<file path="src/rtl/rgb_byte_serializer.sv">
// rgb_byte_serializer: takes one 24-bit RGB pixel through a valid/ready
// handshake and emits it as three bytes on a valid/ready byte stream,
// with data_out_last marking the third byte of each pixel.
//
// Handshake semantics (both sides): a transfer happens on a rising edge
// where valid and ready are both 1. The producer holds valid and its data
// stable until that transfer. The byte side never drops valid or changes
// data while data_out_ready is low.
module rgb_byte_serializer #(
  parameter int BGR_ORDER = 0  // 0: R,G,B   1: B,G,R
) (
  input  logic       sys_clk,
  input  logic       sys_rst,
  input  logic       pixel_in_valid,
  input  logic [7:0] r_data_in,
  input  logic [7:0] g_data_in,
  input  logic [7:0] b_data_in,
  output logic       pixel_in_ready,
  output logic [7:0] data_out,
  output logic       data_out_valid,
  output logic       data_out_last,
  input  logic       data_out_ready,
  output logic [1:0] dbg_state_o
);

  typedef enum logic [1:0] {
    IDLE  = 2'd0,
    BYTE0 = 2'd1,
    BYTE1 = 2'd2,
    BYTE2 = 2'd3
  } state_t;

  state_t     state_q, state_d;
  logic [7:0] r_q, g_q, b_q;
  logic [7:0] first_byte, third_byte;
  logic       pixel_accept;

  // Byte order is fixed at elaboration; the middle byte is always green.
  assign first_byte = (BGR_ORDER != 0) ? b_q : r_q;
  assign third_byte = (BGR_ORDER != 0) ? r_q : b_q;

  assign pixel_accept = pixel_in_valid & pixel_in_ready;
  assign dbg_state_o  = state_q;

  // State register; reset discards any pixel that is mid-serialization.
  always_ff @(posedge sys_clk) begin
    if (sys_rst) begin
      state_q <= IDLE;
    end else begin
      state_q <= state_d;
    end
  end

  // Pixel registers load only on an accept edge, so a new pixel can never
  // disturb the bytes of the one still being emitted.
  always_ff @(posedge sys_clk) begin
    if (sys_rst) begin
      r_q <= 8'd0;
      g_q <= 8'd0;
      b_q <= 8'd0;
    end else if (pixel_accept) begin
      r_q <= r_data_in;
      g_q <= g_data_in;
      b_q <= b_data_in;
    end
  end

  // Next-state and output decode. In BYTE2 the block is ready for a new
  // pixel in the same cycle the last byte leaves, which gives gap-free
  // back-to-back pixels (ready depends combinationally on data_out_ready).
  always_comb begin
    state_d        = state_q;
    pixel_in_ready = 1'b0;
    data_out_valid = 1'b0;
    data_out_last  = 1'b0;
    data_out       = 8'd0;
    case (state_q)
      IDLE: begin
        pixel_in_ready = 1'b1;
        if (pixel_in_valid) begin
          state_d = BYTE0;
        end
      end
      BYTE0: begin
        data_out_valid = 1'b1;
        data_out       = first_byte;
        if (data_out_ready) begin
          state_d = BYTE1;
        end
      end
      BYTE1: begin
        data_out_valid = 1'b1;
        data_out       = g_q;
        if (data_out_ready) begin
          state_d = BYTE2;
        end
      end
      BYTE2: begin
        data_out_valid = 1'b1;
        data_out_last  = 1'b1;
        data_out       = third_byte;
        pixel_in_ready = data_out_ready;
        if (data_out_ready) begin
          state_d = pixel_in_valid ? BYTE0 : IDLE;
        end
      end
      default: begin
        state_d = IDLE;
      end
    endcase
  end

endmodule

</file>
<file path="config.mk">
export PLATFORM = sky130hd
export DESIGN_NAME = rgb_byte_serializer
export DESIGN_NICKNAME = d
export VERILOG_FILES = /design/src/rtl/rgb_byte_serializer.sv
export SDC_FILE = /design/constraint.sdc
export NUM_CORES = 1
export LEC_CHECK = 0
export CORE_MARGIN = 2
export CORE_UTILIZATION = 40
export CTS_BUF_LIST = sky130_fd_sc_hd__clkbuf_16
export CTS_CLUSTER_DIAMETER = 60
export DETAILED_ROUTE_END_ITERATION = 12
export HOLD_SLACK_MARGIN = 0.02
export MAX_ROUTING_LAYER = met4
export PLACE_DENSITY = 0.69
export SKIP_CTS_REPAIR_TIMING = 1
export SLEW_MARGIN = 15
export SYNTH_ARGS = -nofsm -noshare
export SYNTH_HDL_FRONTEND = slang
export SYNTH_SLANG_ARGS = --single-unit
export TNS_END_PERCENT = 1
</file>
<file path="constraint.sdc">
create_clock -name sys_clk -period 2.5 [get_ports sys_clk]
set_input_delay 0.375 -clock sys_clk [delete_from_list [all_inputs] [get_ports sys_clk]]
set_output_delay 0.375 -clock sys_clk [all_outputs]
set_load 0.05 [all_outputs]
</file>
==> metrics.md, run 1 <==
| Metric | Value |
|---|---|
| Layout area overhead | 31.7% |
| Final Slew Violations | 0 |
| Mapped Nets | 180 |
| Remaining DRCs | 0 |
| Reg area | 520 sq um |
| Ys flop type | dfxtp_1 |
| CTS root buf | clkbuf_16 |
| I/O Buffers | 40 |
| Congestion Overflow GR | 0 |
| Pin count of the biggest net entering global routing | 52 |
| Clock latency on the worst-skew pair | 260 ps |
| Synthesized area | 1420 sq um |
| Worst hold path class | reg -> reg |
| Antenna violations before repair | 0 |
| Flop pwr share | 0.323 |
| Post-DP Area | 1800 sq um |
| Lkg Pwr | 0.718 nW |
| Routability congestion estimate | 0.762 |
| Most frequent cell after synthesis | nand2b_1 |
| Clock power frac | 0.179 |
| First-pass GRT wire length | 5010 microns |
| Hold_sp | b_q[4] |
| RSZ-0062 raised after global routing | no |
| Worst EP required | 2120 ps |
| Vias per cell | 4.79 |
| Clock sink total | 26 |
| Actual slew at the worst max-slew pin | 540 ps |
| Worst Setup SP | dbg_state_o[1] |
| Initial Util | 0.420 |
| Status | completed |
| IO Count | 41 |
| Worst Hold End | b_q[4] |
| Fill cells | 315 |
| Psw | 0.806 mW |
| Remaining antenna violation count | 0 |
| Tot GR Track Use | 0.165 |
| Fin Clk Skew | 1.96 ps |
| Post-synth ARST share | 0 |
| Register bit count reported by yosys | 26 |
| Hold Slack | 477 ps |
| Comb power frac | 0.498 |
| Clk pin slew, worst setup/hold paths | 60 ps |
| Int Pwr | 1.14 mW |
| TritonCTS Buffers | 3 |
| Worst reg2reg path startpoint | dbg_state_o[0] |
| F_max | 0.419 GHz |
| Yosys warnings | 0 |
| Area of the multi-input gates | 813 sq um |
| Synth area leader | dfxtp_1 |
| First DRT Iteration DRCs | 86 |
| Final nets | 215 |
| Vias in the first global route | 1,133 |
| Die Wd | 63.7 microns |
| Overall power | 1.94 mW |
| CTS tree | built |
| Dpl hpwl | 2180 microns |
| Hold Crit Depth | 2 |
| WL final | 3020 microns |
| Post-synth cell types | 17 |
| R2R setup slack | 530 ps |
| Synth top area share | 0.366 |
| Share of layout cells above drive strength 1 | 0.116 |
| Die height | 63.7 microns |
| # setup viols final | 0 |
| CP Launch Type | flop |
| Seq/Total Area, Yosys | 0.366 |
| Max_slew headroom | 0.640 |
| Critical Path AT | 2010 ps |
| Synthesized area per cell | 9.69 sq um |
| Wire per inst | 13.3 microns |
| Crit-path max FO | 9 |
| Clock Path Buffers | 2 |
| Final instance area | 1880 sq um |
| # diodes | 0 |
| Hold Fails Final Rpt | 0 |
| Max VDD drop | 0.000531 V |
| DR pass1 iterations | 4 |
| Top cells by count, synth | nand2b_1 (50), dfxtp_1 (26), mux2i_1 (25) |
| MaxCap Viol Count | 0 |
| H-tree levels | 1 |
| Synth area leaders | dfxtp_1 (37%), nand2b_1 (22%), mux2i_1 (18%), a222oi_1 (5.6%), ha_1 (4.4%) |
| Minimum clock period | 2380 ps |
| Pwr dens | 1040 nW/um^2 |
| Post-synthesis instance total | 147 |
| Core box area | 3390 sq um |
| Period utilization | 0.954 |
| Crit Path Class | reg -> out |
| Vias | 1,087 |
| FF-to-FF path depth | 6 |
| Post-synth EDFFs | 0 |
| Sw Ratio | 0.415 |
| Crit Reg-Reg Endpoint | g_q[2] |
| Die Area | 4050 sq um |
| CP Capture Type | primary output |
| Row count | 21 |
## state kept, by name, indices dropped and copies added (netlist names)
register,count
g_q,8
first_byte,8
b_q,8
dbg_state_o,2
## kinds of logic (layout without fill, tap and decap cells)
kind of cell	Yosys count	after routing	synth area share
and+or+nand+nor	63	63	0.264
adders and majority gates	5	5	0.0439
AOI/OAI and AO/OA	12	12	0.0773
muxes	25	25	0.176
DFF	26	26	0.366
buffers and inverters	16	50	0.0729
## through the flow
step / instances / TNS (ps) / utilization / setup WS (ps)
2_1_floorplan: 147 / -916 / - / -179
4_1_cts: 227 / 0 / 0.553 / 93.2
5_1_grt: 227 / 0 / 0.553 / 43.6
3_5_place_dp: 223 / 0 / 0.530 / 387
6_report: 227 / 0 / 0.553 / 116
3_3_place_gp: 223 / 0 / 0.530 / 461
## power by group through the flow
stage                     clock network [mW]  registers (mW)  logic [mW]
after floorplan                            0           0.663       0.751
after global placement                     0           0.629       0.943
after detailed placement                   0           0.635       0.978
after CTS                              0.361           0.627       0.981
after global routing                   0.374           0.644        1.04
final                                  0.348           0.628       0.968
## layout by cell type, fill, tap and decap left out
cell             count
a21oi_2              1
a221oi_1             1
a222oi_1             8
and2b_2              1
buf_4               12
clkbuf_16            3
clkdlybuf4s50_1     30
clkinv_1             1
dfxtp_1             26
ha_1                 5
inv_1                4
mux2i_1             25
nand2b_1            50
nor2_1               7
nor2_2               3
nor3_1               1
nor3b_4              1
o22ai_1              2
## final cells by class
| type | instances | share of cell area |
|---|---|---|
| clock buffers | 3 | 0.0400 |
| repair buffers | 42 | 0.208 |
| clock inverters | 1 | 0.00200 |
| flip-flops and latches | 26 | 0.278 |
| well taps | 46 | 0.0307 |
| inverters | 4 | 0.00801 |
| multi-input cells | 105 | 0.434 |
## how the worst max path moves through the flow
stage / to / slack [ps]
6_report: data_out_last / 120
3_5_place_dp: data_out_last / 390
4_1_cts: data_out_last / 90
2_1_floorplan: data_out[2] / -180
5_1_grt: data_out_last / 40
3_3_place_gp: data_out_last / 460
## per-layer routing
metal / up-vias / GRT usage / wire length, microns
met5: - / - / 0
met4: 0 / 0.0815 / 24
met3: 2 / 0.0304 / 90
met2: 17 / 0.289 / 1650
met1: 505 / 0.178 / 1260
li1: 563 / - / -
## critical path, cell delays in order (launching register included)
cell             delay [ps]
dfxtp_1                 420
ha_1                    450
clkdlybuf4s50_1         880
No activity file was read; power rests on OpenSTA's default activity.
==> inputs of run 2 (changes only) <==
- CELL_PAD_IN_SITES_DETAIL_PLACEMENT: default -> 0
- CELL_PAD_IN_SITES_GLOBAL_PLACEMENT: default -> 1
- CORE_UTILIZATION: 40 -> 38
- PLACE_DENSITY: 0.69 -> default
- PLACE_DENSITY_LB_ADDON: default -> 0.1
- REMOVE_ABC_BUFFERS: default -> 1
==> metrics.md, run 2 (synthesized netlist as in run 1, its figures left out) <==
| Metric | Value |
|---|---|
| Clock power frac | 0.184 |
| Hold Slack | 472 ps |
| CTS tree | built |
| Critical Path AT | 1820 ps |
| IO Count | 41 |
| WL final | 3030 microns |
| Clock latency on the worst-skew pair | 260 ps |
| Die Area | 4250 sq um |
| Period utilization | 0.876 |
| FF-to-FF path depth | 6 |
| Final Slew Violations | 0 |
| # setup viols final | 0 |
| Most frequent cells in the layout | nand2b_1 (50), clkdlybuf4s50_1 (30), dfxtp_1 (26) |
| Hold Crit Depth | 2 |
| Worst EP required | 2120 ps |
| Psw | 0.801 mW |
| Worst hold path class | reg -> reg |
| Clock sink total | 26 |
| Dpl hpwl | 2080 microns |
| Crit Reg-Reg Endpoint | first_byte[1] |
| Pwr dens | 1030 nW/um^2 |
| Crit-path slowest cell | dfxtp_1 |
| Crit-path max FO | 10 |
| CTS root buf | clkbuf_16 |
| Core box area | 3630 sq um |
| Wire per inst | 13.2 microns |
| Sw Ratio | 0.413 |
| Max_slew headroom | 0.671 |
| Commonest non-fill, non-tap cell in the layout | nand2b_1 |
| Routability congestion estimate | 0.731 |
| Antenna violations before repair | 0 |
| First DRT Iteration DRCs | 60 |
| Flop pwr share | 0.323 |
| Actual slew at the worst max-slew pin | 491 ps |
| Final nets | 216 |
| MaxCap Viol Count | 0 |
| Initial Util | 0.392 |
| Hold Fails Final Rpt | 0 |
| Clock Path Buffers | 2 |
| Worst path cell trace | inv_1 > ha_1 > a222oi_1 > nor2_1 > buf_4 |
| Die height | 65.2 microns |
| Vias per cell | 4.87 |
| R2R setup slack | 600 ps |
| Layout area overhead | 31.9% |
| Lkg Pwr | 0.724 nW |
| Comb power frac | 0.493 |
| Worst Hold End | b_q[6] |
| CP Capture Type | primary output |
| Row count | 22 |
| Worst reg2reg path startpoint | dbg_state_o[0] |
| DR pass1 iterations | 4 |
| F_max | 0.457 GHz |
| Max VDD drop | 0.000332 V |
| Crit Path Class | reg -> out |
| Placed cell count | 226 |
| RSZ-0062 raised after global routing | no |
| Fin Clk Skew | 2.26 ps |
| Congestion Overflow GR | 0 |
| First-pass GRT wire length | 5090 microns |
| Final non-filler cell total | 230 |
| Share of layout cells above drive strength 1 | 0.104 |
| H-tree levels | 1 |
| I/O Buffers | 40 |
| Tot GR Track Use | 0.158 |
| Remaining antenna violation count | 0 |
| Clk pin slew, worst setup/hold paths | 60 ps |
| Status | completed |
| TritonCTS Buffers | 3 |
| Die Wd | 65.2 microns |
| Int Pwr | 1.14 mW |
| Vias | 1,119 |
| Remaining DRCs | 0 |
| Hold_sp | b_q[6] |
| CP Launch Type | flop |
| Pin count of the biggest net entering global routing | 52 |
| Max stage delay on crit path | 400 ps |
| Minimum clock period | 2190 ps |
| # diodes | 0 |
| Vias in the first global route | 1,073 |
-- run 2: changes by cell type in the layout (fill, tap and decap cells not counted) --
cell    delta
nor2_1     +3
nor2_2     -3
buf_4      +1
-- run 2: area by class of cell --
| cell class | instances | area [sq um] |
|---|---|---|
| well taps | 48 | 60.1 |
| clock buffers | 3 | 75.1 |
| multi-input cells | 105 | 806 |
| repair buffers | 43 | 398 |
| fillers | 357 | 1760 |
| inverters | 4 | 15.0 |
| flip-flops and latches | 26 | 520 |
| clock inverters | 1 | 3.75 |
-- run 2: worst max path at each step --
stage / from / end / slack (ps) / cells after the start
floorplan: dbg_state_o[0] / b_q[0] / -450 / 4
global placement: dbg_state_o[0] / data_out[1] / 620 / 5
detailed placement: dbg_state_o[0] / data_out[1] / 570 / 5
CTS: dbg_state_o[0] / data_out[1] / 290 / 5
global route: dbg_state_o[0] / data_out[6] / 160 / 5
finish: dbg_state_o[0] / data_out[1] / 310 / 5
-- run 2: routing by layer --
| metal | vias to the layer above | global-route usage | share of wire |
|---|---|---|---|
| li1 | 567 | - | - |
| met1 | 516 | 0.209 | 0.46 |
| met2 | 31 | 0.242 | 0.47 |
| met3 | 5 | 0.0223 | 0.049 |
| met4 | 0 | 0.0651 | 0.016 |
| met5 | - | - | 0 |
-- run 2: metrics by stage --
step	power (mW)	TNS [ps]	setup WS [ps]	instance area (sq um)	utilization
floorplan	1.30	-11590	-448	1340	-
global placement	1.57	0	624	1800	0.495
detailed placement	1.60	0	571	1800	0.495
CTS	1.96	0	289	1880	0.517
global route	2.06	0	161	1880	0.517
finish	1.94	0	310	1880	0.517
-- run 2: power by group through the flow --
| stage | Clock (mW) | Sequential (mW) | Combinational (mW) |
|---|---|---|---|
| 6_report | 0.356 | 0.627 | 0.956 |
| 3_5_place_dp | 0 | 0.634 | 0.968 |
| 2_1_floorplan | 0 | 0.663 | 0.640 |
| 4_1_cts | 0.365 | 0.626 | 0.969 |
| 3_3_place_gp | 0 | 0.629 | 0.946 |
| 5_1_grt | 0.387 | 0.643 | 1.03 |
-- run 2: worst max-delay path, delay by kind of cell (launching register included) --
kind,cells,cell delay [ps]
AO/OA/AOI/OAI,1,400
adder cells (fa/ha/maj),1,360
buffers and inverters,2,310
flip-flops,1,400
AND/OR/NAND/NOR,1,90
